$ cat src/rtl/axis_pkg.sv
// Shared types for the 1-to-2 AXI-Stream packet router.
package axis_pkg;

    typedef enum logic {DEST_A = 1'b0, DEST_B = 1'b1} dest_e;

    typedef enum logic {ST_IDLE = 1'b0, ST_ROUTE = 1'b1} route_st_e;

endpackage

$ cat src/rtl/axis_reg_slice.sv
// One-entry AXI-Stream register slice: a load overwrites the held beat, and the beat
// drains on out_valid & out_ready.
module axis_reg_slice #(
    parameter int DATA_W = 32
) (
    input  logic              clk,
    input  logic              rst,
    input  logic              load,
    input  logic [DATA_W-1:0] in_data,
    input  logic              in_last,
    output logic              out_valid,
    output logic [DATA_W-1:0] out_data,
    output logic              out_last,
    input  logic              out_ready
);

    logic              valid_q, valid_d;
    logic [DATA_W-1:0] data_q, data_d;
    logic              last_q, last_d;

    always_comb begin
        // NOTE: every comb output gets a default first so no path can infer a latch.
        valid_d = valid_q;
        data_d  = data_q;
        last_d  = last_q;
        if (load) begin
            valid_d = 1'b1;
            data_d  = in_data;
            last_d  = in_last;
        end else if (valid_q && out_ready) begin
            valid_d = 1'b0;
        end
    end

    // NOTE: sequential state uses non-blocking assignments so all flops update together.
    always_ff @(posedge clk or posedge rst) begin
        if (rst) begin
            valid_q <= 1'b0;
            data_q  <= '0;
            last_q  <= 1'b0;
        end else begin
            valid_q <= valid_d;
            data_q  <= data_d;
            last_q  <= last_d;
        end
    end

    assign out_valid = valid_q;
    assign out_data  = data_q;
    assign out_last  = last_q;

endmodule

$ cat src/rtl/axis_router.sv
// 1-to-2 AXI-Stream packet router: tdest on a packet's first beat picks m0a or m0b,
// and that choice holds until tlast. Each output has a one-entry register slice.
module axis_router
    import axis_pkg::*;
#(
    parameter int DATA_W = 32,
    parameter int CNT_W  = 16
) (
    input  logic              axis_aclk,
    input  logic              axis_areset,
    input  logic [DATA_W-1:0] s0k_axis_tdata,
    input  logic              s0k_axis_tvalid,
    output logic              s0k_axis_tready,
    input  logic              s0k_axis_tlast,
    input  logic              s0k_axis_tdest,
    output logic [DATA_W-1:0] m0a_axis_tdata,
    output logic              m0a_axis_tvalid,
    input  logic              m0a_axis_tready,
    output logic              m0a_axis_tlast,
    output logic [DATA_W-1:0] m0b_axis_tdata,
    output logic              m0b_axis_tvalid,
    input  logic              m0b_axis_tready,
    output logic              m0b_axis_tlast,
    output logic [CNT_W-1:0]  m0a_pkt_count,
    output logic [CNT_W-1:0]  m0b_pkt_count
);

    route_st_e        state_q, state_d;
    dest_e            sel_q, sel_d, sel;
    logic             s_hs, load_a, load_b;
    logic [CNT_W-1:0] cnt_a_q, cnt_a_d, cnt_b_q, cnt_b_d;

    assign s_hs = s0k_axis_tvalid && s0k_axis_tready;

    always_ff @(posedge axis_aclk or posedge axis_areset) begin
        if (axis_areset) begin
            state_q <= ST_IDLE;
            sel_q   <= DEST_A;
        end else begin
            state_q <= state_d;
            sel_q   <= sel_d;
        end
    end

    always_comb begin
        state_d = state_q;
        sel_d   = sel_q;
        case (state_q)
            ST_IDLE: begin
                if (s_hs && !s0k_axis_tlast) begin
                    state_d = ST_ROUTE;
                    sel_d   = dest_e'(s0k_axis_tdest);
                end
            end
            ST_ROUTE: begin
                if (s_hs && s0k_axis_tlast) state_d = ST_IDLE;
            end
            default: state_d = ST_IDLE;
        endcase
    end

    // Idle follows tdest live so a packet's first beat already goes to the right port.
    always_comb begin
        sel    = (state_q == ST_IDLE) ? dest_e'(s0k_axis_tdest) : sel_q;
        load_a = s_hs && (sel == DEST_A);
        load_b = s_hs && (sel == DEST_B);
        if (sel == DEST_A) s0k_axis_tready = !m0a_axis_tvalid || m0a_axis_tready;
        else               s0k_axis_tready = !m0b_axis_tvalid || m0b_axis_tready;
    end

    axis_reg_slice #(.DATA_W(DATA_W)) u_slice_a (
        .clk       (axis_aclk),
        .rst       (axis_areset),
        .load      (load_a),
        .in_data   (s0k_axis_tdata),
        .in_last   (s0k_axis_tlast),
        .out_valid (m0a_axis_tvalid),
        .out_data  (m0a_axis_tdata),
        .out_last  (m0a_axis_tlast),
        .out_ready (m0a_axis_tready)
    );

    axis_reg_slice #(.DATA_W(DATA_W)) u_slice_b (
        .clk       (axis_aclk),
        .rst       (axis_areset),
        .load      (load_b),
        .in_data   (s0k_axis_tdata),
        .in_last   (s0k_axis_tlast),
        .out_valid (m0b_axis_tvalid),
        .out_data  (m0b_axis_tdata),
        .out_last  (m0b_axis_tlast),
        .out_ready (m0b_axis_tready)
    );

    always_comb begin
        cnt_a_d = cnt_a_q;
        cnt_b_d = cnt_b_q;
        if (m0a_axis_tvalid && m0a_axis_tready && m0a_axis_tlast) cnt_a_d = cnt_a_q + CNT_W'(1);
        if (m0b_axis_tvalid && m0b_axis_tready && m0b_axis_tlast) cnt_b_d = cnt_b_q + CNT_W'(1);
    end

    always_ff @(posedge axis_aclk or posedge axis_areset) begin
        if (axis_areset) begin
            cnt_a_q <= '0;
            cnt_b_q <= '0;
        end else begin
            cnt_a_q <= cnt_a_d;
            cnt_b_q <= cnt_b_d;
        end
    end

    assign m0a_pkt_count = cnt_a_q;
    assign m0b_pkt_count = cnt_b_q;

endmodule
$ cat config.mk
export PLATFORM = sky130hd
export DESIGN_NAME = axis_router
export DESIGN_NICKNAME = d
export VERILOG_FILES = /design/src/rtl/axis_pkg.sv /design/src/rtl/axis_reg_slice.sv /design/src/rtl/axis_router.sv
export SDC_FILE = /design/constraint.sdc
export NUM_CORES = 1
export LEC_CHECK = 0
export BUFFER_PORTS_ARGS = -buffer_cell sky130_fd_sc_hd__clkbuf_2
export CORE_ASPECT_RATIO = 0.6
export CORE_MARGIN = 8
export CORE_UTILIZATION = 25
export DETAILED_ROUTE_END_ITERATION = 6
export GPL_ROUTABILITY_DRIVEN = 1
export GPL_TIMING_DRIVEN = 1
export PLACE_DENSITY = 0.47
export SETUP_SLACK_MARGIN = 0.3
export SLEW_MARGIN = 20
export SYNTH_ARGS = -nofsm -noshare
export SYNTH_HDL_FRONTEND = slang
export SYNTH_SLANG_ARGS = --single-unit
$ cat constraint.sdc
create_clock -name axis_aclk -period 3 [get_ports axis_aclk]
set_clock_uncertainty 0.15 [all_clocks]
set_input_delay 0.15 -clock axis_aclk [delete_from_list [all_inputs] [get_ports axis_aclk]]
set_output_delay 0.15 -clock axis_aclk [all_outputs]
set_load 0.02 [all_outputs]
Yosys cells after proc, flatten, opt, wreduce, memory -nomap -nowiden
Index checks and enable logic that the tools add are counted.
Operators by class
  muxes and demuxes: 9
  reductions and logical operators: 17
  bitwise logic cells: 2
  $add $sub $neg: 2
Operators with widths (count)
  adder 16 x 1 -> 16 bit (second input constant): 2
  logical AND 1 bit: 9
  two-way mux 1 bit: 8
  nonzero test 2 bit: 2
  logical NOT 1 bit: 3
  logical OR 1 bit: 2
  NOT 1 bit: 2
  case mux 1 bit (2 select lines): 1
  AND reduction 2 bit: 1
Word-level totals
  register bits after elaboration: 102
  input bits: 39
  logic and storage cells: 40

Longest topological paths before layout
Gate-level depths: netlist of run 1.
  word-level depth: 7
  gate-level depth with buffers: 6
  depth with buffers taken out: 5

By module
A second synthesis of run 1 with hierarchy kept.
Second synthesis, totals
  cell total of the unflattened synthesis: 278
  area total of the unflattened synthesis: 4367.9 um2
By module, submodules not included
  axis_reg_slice: cells each 74, instances 2, area each 1417.6 um2, seq. area each 850.8 um2
  axis_router: cells each 130, instances 1, area each 1532.7 um2, seq. area each 850.8 um2

Least setup slack after synthesis of run 1
OpenSTA, ideal clock, no wires.
  kind: register -> register
  from: register with a tool-made name
  to: register sel_q
  clock period less this slack: 1.739 ns
  stages on the path, launching flop included: 5
  library setup time: 0.125 ns
  arrival time: 1.464 ns
  slack: 1.261 ns
  path buffers: 0
  cells stage by stage: dfrtp_1 > mux2i_1 > nand3_2 > a211oi_1 > mux2_2
RTL lines
  end signal, assigned: line axis_router.sv:41  | sel_q <= sel_d;
  end, declared: line axis_router.sv:29  | dest_e sel_q, sel_d, sel;

==> summary.md, run 1 <==
| Metric | Value |
|---|---|
| IO Pins | `140` |
| GPL Wtd Cong | `about 0.72` |
| Pin count of the biggest net entering global routing | `approximately 100` |
| Max-cap viol count | `0` |
| Fmax | `between 400 and 500 MHz` |
| P_sw | `between 0.002 and 0.0025 W` |
| Synth Area per Inst | `around 15 sq um` |
| Total vias in the final route | `2,785` |
| Vias per std cell | `between 4 and 5` |
| Share of layout cells above drive strength 1 | `between 40 and 50%` |
| Nets in the synthesized netlist | `~310` |
| Maximum ir drop on the vdd rail | `about 0.53 mV` |
| Die span in y | `114 um` |
| Clock slew at the register clock pins of the worst setup and hold paths | `~70 ps` |
| First-pass DRT Iterations | `4` |
| Cell area after technology mapping | `about 0.0040 sq mm` |
| Clock network fraction of total power | `21.4%` |
| Element type at the critical path end | `register` |
| Htree depth | `3` |
| Routed wire length per instance | `roughly 15 um` |
| Overall routed net length | `roughly 10,000 um` |
| Sequential area share after synthesis | `about 63%` |
| Global-route total usage across every layer | `a little over 10%` |
| Time the worst path needs with I/O delays and setup | `just over 2000 ps` |
| Total of endpoints with negative setup slack in the final report | `0` |
| Clock tree from TritonCTS | `built` |
| Switching power as a share of total power | `roughly two fifths` |
| P_int | `roughly 0.0035 W` |
| Final period utilization | `between 60% and 70%` |
| Design area | `0.00565 sq mm` |
| Post CTS Setup Buffer Count | `0` |
| Run status | `finished clean` |
| Die outline area | `0.0206 sq mm` |
| HPWL after DPL | `~7200 um` |
| Total of flip-flops plus latches after synthesis | `roughly 100` |
| Net count reported at finish | `498` |
| Initial core utilization | `around 25%` |
| Port buffer count | `139` |
| Die W | `180 um` |
| Filler cells | `roughly 1,600` |
| Category of the most critical setup path | `register to register` |
| CP Launch Type | `register` |
| Share of total power in sequential cells | `40.1%` |
| Area Growth Syn to Fin | `40.1%` |
| Core region area | `between 0.015 and 0.02 sq mm` |
| Clock root buffer | `clkbuf_16` |
| Gate count after technology mapping | `between 200 and 300` |
| Insertion delay to the later sink of the worst-skew pair | `around 340 ps` |
| RSZ-0062 raised after global routing | `false` |
| Headroom to the max-slew limit | `63.0%` |
| Number of antenna violations at the first check in global routing | `0` |
| Initial detailed-routing violation count | `100` |
| Multi-input combinational cell area | `around 0.0014 sq mm` |
| Via count of the first global-routing pass | `approximately 3,000` |
| PD cells | `995 mW/mm^2` |
| Number of distinct library cell variants in the gate-level netlist after synthesis | `22` |
| Clk sinks | `approximately 100` |
| Combinational fraction of design power | `38.5%` |
| Required @ worst endpoint | `approximately 3000 ps` |
| Global-route wire length before repair | `roughly 17,000 um` |
| Grt ovf | `0` |
| Pins Over Slew Limit | `0` |
| Worst hold path class | `input pin to register` |
| Setup TNS Final | `0 ps` |
| Antenna diodes | `0` |
| Remaining number of nets flagged by the antenna check after routing | `0` |
| Number of hold-slack violations in the final timing report | `0` |
| Row count | `36` |
| Lkg Pwr | `approximately 2.7 nW` |
| Number of CTS-inserted buffers | `9` |
| Number of warnings printed during yosys synthesis | `0` |
| Worst-Margin Slew | `approximately 550 ps` |
| Data arrival time of the worst path | `2120 ps` |
| Worst-case clock buffer depth | `2` |
| Post-detailed-route DRC marker count | `0` |
| Area after DPL | `between 0.004 and 0.005 sq mm` |
| Crit Path Max Fanout | `25` |
| Area taken by flip-flops and latches | `roughly 0.0026 sq mm` |
## registers in the layout, indices dropped and copies added, names as in the netlist, named ones only
register and count:
m0a_pkt_count 16, m0b_pkt_count 16, sel_q 1, u_slice_a.out_data 32
u_slice_a.out_last 1, u_slice_a.out_valid 1, u_slice_b.out_data 32, u_slice_b.out_last 1
u_slice_b.out_valid 1
## logic make-up after synthesis
| family | count (synthesis) | share of synthesized area, % |
|---|---|---|
| XOR/XNOR | 30 | 6.52 |
| flip-flops | 102 | 63.4 |
| adder cells (fa/ha/maj) | 2 | 0.621 |
| AO/OA/AOI/OAI | 1 | 0.186 |
| multiplexers | 71 | 19.8 |
| buffers and inverters | 9 | 1.77 |
| AND/OR/NAND/NOR | 58 | 7.76 |
## cells in the final DEF, fill, tap and decap left out, types with 3 or more instances in the layout
cell type	instances
nand4_1	9
dfrtp_1	102
xor2_1	9
clkbuf_16	9
clkbuf_2	139
xnor2_1	21
mux2_2	69
nand3_1	8
and4_1	4
dlygate4sd3_1	37
nor2_1	5
and3_1	5
nand2_1	17
buf_4	3
## stage by stage
stage | util (%) | setup WS [ps] | hold slack, ps | total power (W) | instances
after detailed placement | 31.1 | 962 | 201 | 0.00444 | 618
final | 35.3 | 955 | 67.3 | 0.00561 | 671
after floorplan | - | 1260 | 92.6 | 0.00364 | 273
after global routing | 35.3 | 829 | 93.9 | 0.00599 | 671
after CTS | 35.3 | 940 | 66.8 | 0.00572 | 671
after global placement | 31.1 | 1020 | 192 | 0.00441 | 618
## final timing paths
check,cells past startpoint,endpoint,startpoint,slack [ps]
max,4,u_slice_b.out_data[11],register,950
min,3,u_slice_a.out_valid,m0a_axis_tready,70
max reg2reg,4,u_slice_b.out_data[11],register,950
min reg2reg,1,m0b_pkt_count[15],m0b_pkt_count[15],320
max in group asynchronous,4,u_slice_b.out_data[11],axis_areset,1910
min in group asynchronous,4,m0b_pkt_count[11],axis_areset,340
## repair_timing
| item | CTS | global route |
|---|---|---|
| hold buffers | 37 | 0 |
| endpoints found under the hold margin | 172 | 0 |
| resized for setup | 0 | 0 |
## worst max-delay path, cell delays in order (launching register included)
cell and delay (ps):
dfrtp_1 380, mux2i_1 360, nand3b_1 260, buf_4 360, mux2_2 380
## power by group through the flow
stage          Sequential (W)  Clock [W]  Combinational (W)
2_1_floorplan         0.00286          0           0.000777
3_3_place_gp          0.00226          0            0.00216
3_5_place_dp          0.00227          0            0.00217
4_1_cts               0.00225    0.00126            0.00221
5_1_grt               0.00233    0.00132            0.00234
6_report              0.00225    0.00120            0.00216
## Yosys cell counts (all sizes together)
library cell	count	area (sq um)
nand4	9	56.3
a211oi	1	7.51
mux2	69	777
nand3	9	50.1
nor2	5	18.8
nand2b	2	12.5
buf	7	63.8
and4	4	35.0
dfrtp	102	2550
nor3	2	10.0
nand3b	1	7.51
nand2	17	63.8
and2	2	12.5
and3	5	31.3
xor2	9	78.8
xnor2	21	184
ha	2	25.0
mux2i	2	20.0
inv	2	7.51
nor3b	2	15.0
## area by class of cell
class / count / share of cell area, %
clock buffers: 9 / 3.99
clock inverters: 7 / 1.44
inverters: 2 / 0.199
multi-input cells: 162 / 24.9
flip-flops and latches: 102 / 45.2
well taps: 209 / 4.63
repair buffers: 180 / 19.6
## routing by layer
metal  share of wire (%)  global-route usage [%]  up-vias  routed length (um)
met3                 8.5                    4.94       10                 860
met2                  42                    14.8       88                4290
met4                0.79                    2.49        0                  80
li1                    -                       -     1323                   -
met1                  48                    13.6     1364                4890
met5                   0                       0        -                   0
Note: power is estimated with default switching activity, not from simulation.
==> run 2: changes to the inputs <==
--- a/config.mk
+++ b/config.mk
@@ -5,6 +5,7 @@
 export SDC_FILE = /design/constraint.sdc
 export NUM_CORES = 1
 export LEC_CHECK = 0
+export ABC_AREA = 1
 export BUFFER_PORTS_ARGS = -buffer_cell sky130_fd_sc_hd__clkbuf_2
 export CORE_ASPECT_RATIO = 0.6
 export CORE_MARGIN = 8
@@ -12,7 +13,7 @@
 export DETAILED_ROUTE_END_ITERATION = 6
 export GPL_ROUTABILITY_DRIVEN = 1
 export GPL_TIMING_DRIVEN = 1
-export PLACE_DENSITY = 0.47
+export PLACE_DENSITY = 0.45
 export SETUP_SLACK_MARGIN = 0.3
 export SLEW_MARGIN = 20
 export SYNTH_ARGS = -nofsm -noshare
==> constraint.sdc (replaced) <==
create_clock -name axis_aclk -period 2 [get_ports axis_aclk]
set_clock_uncertainty 0.15 [all_clocks]
set_input_delay 0.1 -clock axis_aclk [delete_from_list [all_inputs] [get_ports axis_aclk]]
set_output_delay 0.1 -clock axis_aclk [all_outputs]
set_load 0.02 [all_outputs]
==> summary.md, run 2 <==
| Metric | Value |
|---|---|
| Grt ovf | `0 (unchanged)` |
| Buffer and inverter count on the worst path | `1 (unchanged)` |
| Worst hold path class | `input pin to register` |
| Global-route total usage across every layer | `10.9% (+0.65 points)` |
| Initial core utilization | `25.3% (+0.093 points)` |
| Net count reported at finish | `675 (+36%)` |
| Number of warnings printed during yosys synthesis | `0 (unchanged)` |
| GPL Wtd Cong | `0.794 (+10%)` |
| Pins Over Slew Limit | `0 (unchanged)` |
| Port buffer count | `139 (unchanged)` |
| Global-route wire length before repair | `19,500 um (+15%)` |
| Number of antenna violations at the first check in global routing | `0 (unchanged)` |
| Worst-case setup slack after placement | `523 ps (-439 ps)` |
| Post-synth EDFFs | `0 (unchanged)` |
| Most used standard cell by instance count after synthesis | `nand2_1` |
| Smallest hold slack | `28.3 ps (-39.0 ps)` |
| Die span in y | `118 um (+2.8%)` |
| Area Growth Syn to Fin | `38.9%` |
| Delay of the slowest critical-path stage | `440 ps (+60 ps)` |
| Nets in the synthesized netlist | `492 (+57%)` |
| Most frequent standard cell in the layout excluding fill and tap cells | `clkbuf_2` |
| Clock slew at the register clock pins of the worst setup and hold paths | `70 ps (about the same)` |
| Category of the most critical setup path | `register to output port` |
| CP Launch Type | `register` |
| Area taken by flip-flops and latches | `0.00255 sq mm (unchanged)` |
| Total of endpoints with negative setup slack in the final report | `0 (unchanged)` |
| Max-cap viol count | `0 (unchanged)` |
| Initial detailed-routing violation count | `256 (+160%)` |
| Antenna diodes | `0 (unchanged)` |
| Time the worst path needs with I/O delays and setup | `1600 ps` |
| Setup TNS Final | `0 ps (unchanged)` |
| Vias per std cell | `3.99 (-4.0%)` |
| PD cells | `1360 mW/mm^2 (+37%)` |
| Largest delay share family, worst path | `flip-flops` |
| Async set-or-reset flop fraction in the synthesized netlist | `100% (unchanged)` |
| Clock tree from TritonCTS | `built` |
| Routed wire length per instance | `13.2 um (-13%)` |
| Lkg Pwr | `3.15 nW (+16%)` |
| Required @ worst endpoint | `1750 ps (-1320 ps)` |
| Design area | `0.00597 sq mm (+5.7%)` |
| Htree depth | `3 (unchanged)` |
| IO Pins | `140 (unchanged)` |
| Die W | `185 um (+3.0%)` |
| Run status | `finished clean` |
| Data arrival time of the worst path | `1350 ps (-770 ps)` |
| Clock root buffer | `clkbuf_16` |
| First-pass DRT Iterations | `5 (+1)` |
| Number of hold-slack violations in the final timing report | `0 (unchanged)` |
| Commonest cells after routing, fill and taps aside | `clkbuf_2, nand2_1, dfrtp_1, inv_1, o21ai_0` |
| Crit Path Max Fanout | `4 (-84%)` |
| Total vias in the final route | `3,479 (+25%)` |
| Final Power | `0.00814 W (+45%)` |
| Filler cells | `1,746 (+11%)` |
| Remaining number of nets flagged by the antenna check after routing | `0 (unchanged)` |
| Gate count after technology mapping | `451 (+65%)` |
| Share of layout cells above drive strength 1 | `28.0% (-22 points)` |
| Worst-case clock buffer depth | `2 (unchanged)` |
| HPWL after DPL | `8520 um (+18%)` |
| Multi-input combinational cell area | `0.00142 sq mm (+1.1%)` |
| Headroom to the max-slew limit | `71.1% (+8.2 points)` |
| Row count | `37 (+2.8%)` |
| Most frequent cells after synthesis | `nand2_1, dfrtp_1, inv_1` |
| Number of distinct library cell variants in the gate-level netlist after synthesis | `25 (+14%)` |
| Maximum ir drop on the vdd rail | `0.603 mV (+15%)` |
| Post-detailed-route DRC marker count | `0 (unchanged)` |
| Top cells by area in the synthesized netlist | `dfrtp_1, nand2_1, o21ai_0` |
| Area share of the largest cell type after synthesis | `59.4% (-3.9 points)` |
| Synth Area per Inst | `9.53 sq um (-35%)` |
| Primary flip-flop cell chosen by synthesis mapping | `dfrtp_1` |
| Core region area | `0.0170 sq mm (+6.3%)` |
| Cell area after technology mapping | `0.00430 sq mm (+6.6%)` |
| Die outline area | `0.0218 sq mm (+5.9%)` |
| Number of CTS-inserted buffers | `9 (unchanged)` |
| Final period utilization | `~80%` |
| RSZ-0062 raised after global routing | `true` |
| Slowest cell on crit path | `dfrtp_1` |
| Worst-Margin Slew | `432 ps (-119 ps)` |
| Most area-hungry cell type in the Yosys netlist | `dfrtp_1` |
| Area after DPL | `0.00526 sq mm (+5.8%)` |
| Final Worst Setup Slack | `397 ps (-558 ps)` |
| Fmax | `between 600 and 700 MHz` |
| Series of cell instances along the critical path | `nand2_2 > nor2_1 > a31oi_1 > buf_4` |
| Element type at the critical path end | `output port` |
| Via count of the first global-routing pass | `3,573 (+17%)` |
| Clk sinks | `102 (unchanged)` |
| Overall routed net length | `11,500 um (+14%)` |
| Sequential area share after synthesis | `59.4% (-3.9 points)` |
| Insertion delay to the later sink of the worst-skew pair | `340 ps (about the same)` |
| Pin count of the biggest net entering global routing | `69 (-33%)` |
| Total of flip-flops plus latches after synthesis | `102 (unchanged)` |
## run 2: cell count changes in the layout (fill, tap and decap cells not counted), moves of 5 or more
cell,delta
nand2_1,+105
inv_1,+54
mux2_2,-69
o21ai_1,+13
nand3_1,+5
nor2_1,+16
xnor2_1,-8
o21ai_0,+50
and3_1,-5
## run 2: per-stage QoR
stage	util [%]	std cells
floorplan	-	451
global placement	30.9	815
detailed placement	30.9	815
CTS	35.0	872
global route	35.1	873
finish	35.1	873
## run 2: cell type report
type / count / area share, %
Clock buffer: 11 / 3.90
Clock inverter: 5 / 0.986
Inverter: 58 / 3.71
Multi-Input combinational cell: 277 / 23.8
Sequential cell: 102 / 42.8
Tap cell: 234 / 4.91
Timing Repair Buffer: 186 / 19.9
## run 2: repair_timing
item | CTS | global route
setup endpoints to repair | 1 | 1
setup buffers | 2 | 1
gates resized for setup | 1 | 3
hold buffers | 39 | 0
pin swaps | 1 | 1
hold endpoints to repair | 90 | 0
cloned | 0 | 0
## run 2: cells by family after synthesis
kind of cell	share of synthesized area, %
and+or+nand+nor	18.6
DFF	59.4
buffers and inverters	7.60
AOI/OAI and AO/OA	8.47
xor gates and xnor gates	5.30
adders and majority gates	0.582
## run 2: per-layer routing
layer	wire length (um)	part of all wire, %	up-vias	global-route usage [%]
met5	0	0	-	0
li1	-	-	1773	-
met3	883	7.7	8	3.88
met4	99	0.86	0	2.54
met2	4650	40	88	15.2
met1	5880	51	1610	15.7
## run 2: worst min-delay path: cells and delay by family
family / cells / cell delay, ps
xor gates and xnor gates: 1 / 110
buffers and inverters: 1 / 110
and+or+nand+nor: 2 / 150
## run 2: final timing paths
check / start / to / slack, ps / cells past startpoint
setup / recovery: u_slice_a.out_valid / s0k_axis_tready / 400 / 4
setup reg to reg: u_slice_a.out_valid / m0a_pkt_count[0] / 410 / 3
min in group asynchronous: axis_areset / m0a_pkt_count[7] / 150 / 3
max in group asynchronous: axis_areset / u_slice_a.out_data[20] / 920 / 4
hold reg to reg: m0a_pkt_count[15] / m0a_pkt_count[15] / 330 / 1
hold / removal: m0a_axis_tready / m0a_pkt_count[2] / 30 / 4
## run 2: power by group
group | total [W] | internal, W | switching, W
Sequential | 0.00331 | 0.00280 | 0.000511
Clock | 0.00174 | 0.000975 | 0.000770
Combinational | 0.00309 | 0.00104 | 0.00204
Total | 0.00814 | 0.00482 | 0.00332
==> run 3: changes to the inputs <==
--- a/config.mk
+++ b/config.mk
@@ -5,7 +5,7 @@
 export SDC_FILE = /design/constraint.sdc
 export NUM_CORES = 1
 export LEC_CHECK = 0
-export ABC_AREA = 1
+export ABC_AREA = 0
 export BUFFER_PORTS_ARGS = -buffer_cell sky130_fd_sc_hd__clkbuf_2
 export CORE_ASPECT_RATIO = 0.6
 export CORE_MARGIN = 8
@@ -13,7 +13,7 @@
 export DETAILED_ROUTE_END_ITERATION = 6
 export GPL_ROUTABILITY_DRIVEN = 1
 export GPL_TIMING_DRIVEN = 1
-export PLACE_DENSITY = 0.45
+export PLACE_DENSITY = 0.46
 export SETUP_SLACK_MARGIN = 0.3
 export SLEW_MARGIN = 20
 export SYNTH_ARGS = -nofsm -noshare
==> constraint.sdc (replaced) <==
create_clock -name axis_aclk -period 1.5 [get_ports axis_aclk]
set_clock_uncertainty 0.15 [all_clocks]
set_input_delay 0.075 -clock axis_aclk [delete_from_list [all_inputs] [get_ports axis_aclk]]
set_output_delay 0.075 -clock axis_aclk [all_outputs]
set_load 0.02 [all_outputs]
==> summary.md, run 3 (synthesized netlist as in run 1, its figures left out) <==
| Metric | Value |
|---|---|
| Run status | `finished, violations left` |
| Violated checks | `hold timing, setup timing` |
| Smallest hold slack | `-55.0 ps (-83.2 ps)` |
| Die span in y | `114 um (-2.7%)` |
| Die W | `180 um (-2.9%)` |
| Headroom to the max-slew limit | `62.4% (-8.7 points)` |
| Most frequent standard cell in the layout excluding fill and tap cells | `clkbuf_2` |
| Post-detailed-route DRC marker count | `0 (unchanged)` |
| Remaining number of nets flagged by the antenna check after routing | `0 (unchanged)` |
| Number of antenna violations at the first check in global routing | `0 (unchanged)` |
| Start point of the worst hold path | `m0a_axis_tready` |
| Clock root buffer | `clkbuf_16` |
| Core region area | `0.0160 sq mm (-5.9%)` |
| Port buffer count | `139 (unchanged)` |
| Setup TNS Final | `-10,590 ps (-10,590 ps)` |
| Max-cap viol count | `0 (unchanged)` |
| Grt ovf | `0 (unchanged)` |
| Share of layout cells above drive strength 1 | `69.1% (+41 points)` |
| Hold_buf cts | `35 (-10%)` |
| Global-route total usage across every layer | `11.3% (+0.38 points)` |
| RSZ-0062 raised after global routing | `true` |
| Element type at the critical path end | `output port` |
| Time the worst path needs with I/O delays and setup | `approximately 1800 ps` |
| Data arrival time of the worst path | `1560 ps (+210 ps)` |
| Clock tree from TritonCTS | `built` |
| First-pass DRT Iterations | `4 (-1)` |
| GPL Wtd Cong | `0.696 (-12%)` |
| Number of CTS-inserted buffers | `9 (unchanged)` |
| Total of endpoints with negative setup slack in the final report | `72 (+72)` |
| Commonest cells after routing, fill and taps aside | `clkbuf_2, dfrtp_1, buf_6, mux2_4, dlygate4sd3_1` |
| Design area | `0.00710 sq mm (+19%)` |
| Number of hold-slack violations in the final timing report | `1 (+1)` |
| IO Pins | `140 (unchanged)` |
| Pins Over Slew Limit | `0 (unchanged)` |
| Worst Hold Endpoint | `u_slice_a.out_valid` |
| Terminus of the critical flop-to-flop path | `u_slice_b.out_data[11]` |
| Pin count of the biggest net entering global routing | `103 (+49%)` |
| Initial core utilization | `25.2% (-0.093 points)` |
| Category of the most critical setup path | `register to output port` |
| Via count of the first global-routing pass | `3,479 (-2.6%)` |
| Count of cells along the worst hold path | `3 (-1)` |
| Crit Path Max Fanout | `3 (-1)` |
| Worst-case clock buffer depth | `2 (unchanged)` |
| Final Worst Setup Slack | `-289 ps (-685 ps)` |
| Worst hold path class | `input pin to register` |
| Required @ worst endpoint | `1270 ps (-480 ps)` |
| Fmax | `between 500 and 600 MHz` |
| Post-route core utilization | `44.4% (+9.3 points)` |
| Worst R2R Setup Slack | `-230 ps (-640 ps)` |
| Routed wire length per instance | `15.8 um (+20%)` |
| CP Launch Type | `register` |
| Net count reported at finish | `567 (-16%)` |
| Row count | `36 (-2.7%)` |
| Lkg Pwr | `3.61 nW (+15%)` |
| Maximum ir drop on the vdd rail | `0.994 mV (+65%)` |
| Global-route wire length before repair | `18,700 um (-3.7%)` |
| Area Growth Syn to Fin | `76.1%` |
| Clock slew at the register clock pins of the worst setup and hold paths | `70 ps (about the same)` |
| PD cells | `1870 mW/mm^2 (+37%)` |
| Final period utilization | `119%` |
| Vias per std cell | `4.19 (+5.1%)` |
| Htree depth | `3 (unchanged)` |
| Initial detailed-routing violation count | `62 (-76%)` |
| Antenna diodes | `0 (unchanged)` |
| Overall routed net length | `11,700 um (+1.8%)` |
| Worst-case setup slack after placement | `-268 ps (-791 ps)` |
| Clk sinks | `102 (unchanged)` |
| Worst-Margin Slew | `564 ps (+132 ps)` |
| Die outline area | `0.0206 sq mm (-5.5%)` |
| Area after DPL | `0.00528 sq mm (+0.55%)` |
| Insertion delay to the later sink of the worst-skew pair | `330 ps (about the same)` |
| Total vias in the final route | `3,100 (-11%)` |
| HPWL after DPL | `7430 um (-13%)` |
| Depth of the worst register-to-register path | `5 (+2)` |
==> run 3: cell types whose count changed in the layout (fill, tap and decap cells not counted), moves of 18 or more <==
| cell | previous run | this run |
|---|---|---|
| buf_4 | 6 | 33 |
| buf_6 | 0 | 39 |
| buf_8 | 0 | 18 |
| clkbuf_2 | 138 | 110 |
| dfrtp_1 | 102 | 80 |
| dfrtp_2 | 0 | 22 |
| inv_1 | 55 | 1 |
| mux2_2 | 0 | 33 |
| mux2_4 | 0 | 36 |
| nand2_1 | 122 | 7 |
| nor2_1 | 21 | 0 |
| o21ai_0 | 50 | 0 |
==> run 3: repair_timing <==
item | CTS | global route
endpoints found under the setup margin | 117 | 128
endpoints found under the hold margin | 171 | 1
pin swaps | 22 | 31
gates resized for setup | 127 | 67
gates cloned | 2 | 1
setup buffers | 25 | 20
==> run 3: critical path, cell delays in order, from the launching register on <==
cell and delay (ps):
dfrtp_1 370, mux2i_2 270, buf_4 150, mux2_4 300, buf_8 130
==> run 3: power breakdown <==
group          switching, W  internal (W)
Combinational       0.00300       0.00332
Sequential         0.000675       0.00384
Clock               0.00108       0.00132
Total               0.00476       0.00848
==> run 3: layout make-up <==
class	instances	area [sq um]
Clock buffer	9	225
Sequential cell	102	2580
Inverter	2	11.3
Fill cell	1457	8890
Timing Repair Buffer	249	2080
Clock inverter	7	78.8
Tap cell	209	262
Multi-Input combinational cell	162	1860
==> run 3: how the worst max path moves through the flow <==
stage                        endpoint  cells past startpoint      from  slack (ps)
2_1_floorplan  u_slice_b.out_data[10]                      5  register        -190
3_3_place_gp   u_slice_b.out_data[20]                      4  register        -230
3_5_place_dp   u_slice_b.out_data[10]                      4  register        -270
4_1_cts               s0k_axis_tready                      4  register        -330
5_1_grt               s0k_axis_tready                      4  register        -350
6_report              s0k_axis_tready                      4  register        -290
==> run 3: per-layer routing <==
| layer | global-route usage [%] | up-vias | part of all wire (%) |
|---|---|---|---|
| met4 | 2.38 | 0 | 0.60 |
| met1 | 13.9 | 1546 | 45 |
| met2 | 18.1 | 89 | 47 |
| met3 | 5.01 | 8 | 7.5 |
| li1 | - | 1457 | - |
| met5 | 0 | - | 0 |
==> run 3: stage by stage <==
step           hold WS [ps]  std cells  power (W)
5_1_grt               -19.2        740     0.0140
4_1_cts               -64.4        719     0.0130
2_1_floorplan          17.6        273    0.00741
3_5_place_dp            134        641    0.00925
6_report              -55.0        740     0.0132
3_3_place_gp            118        641    0.00916
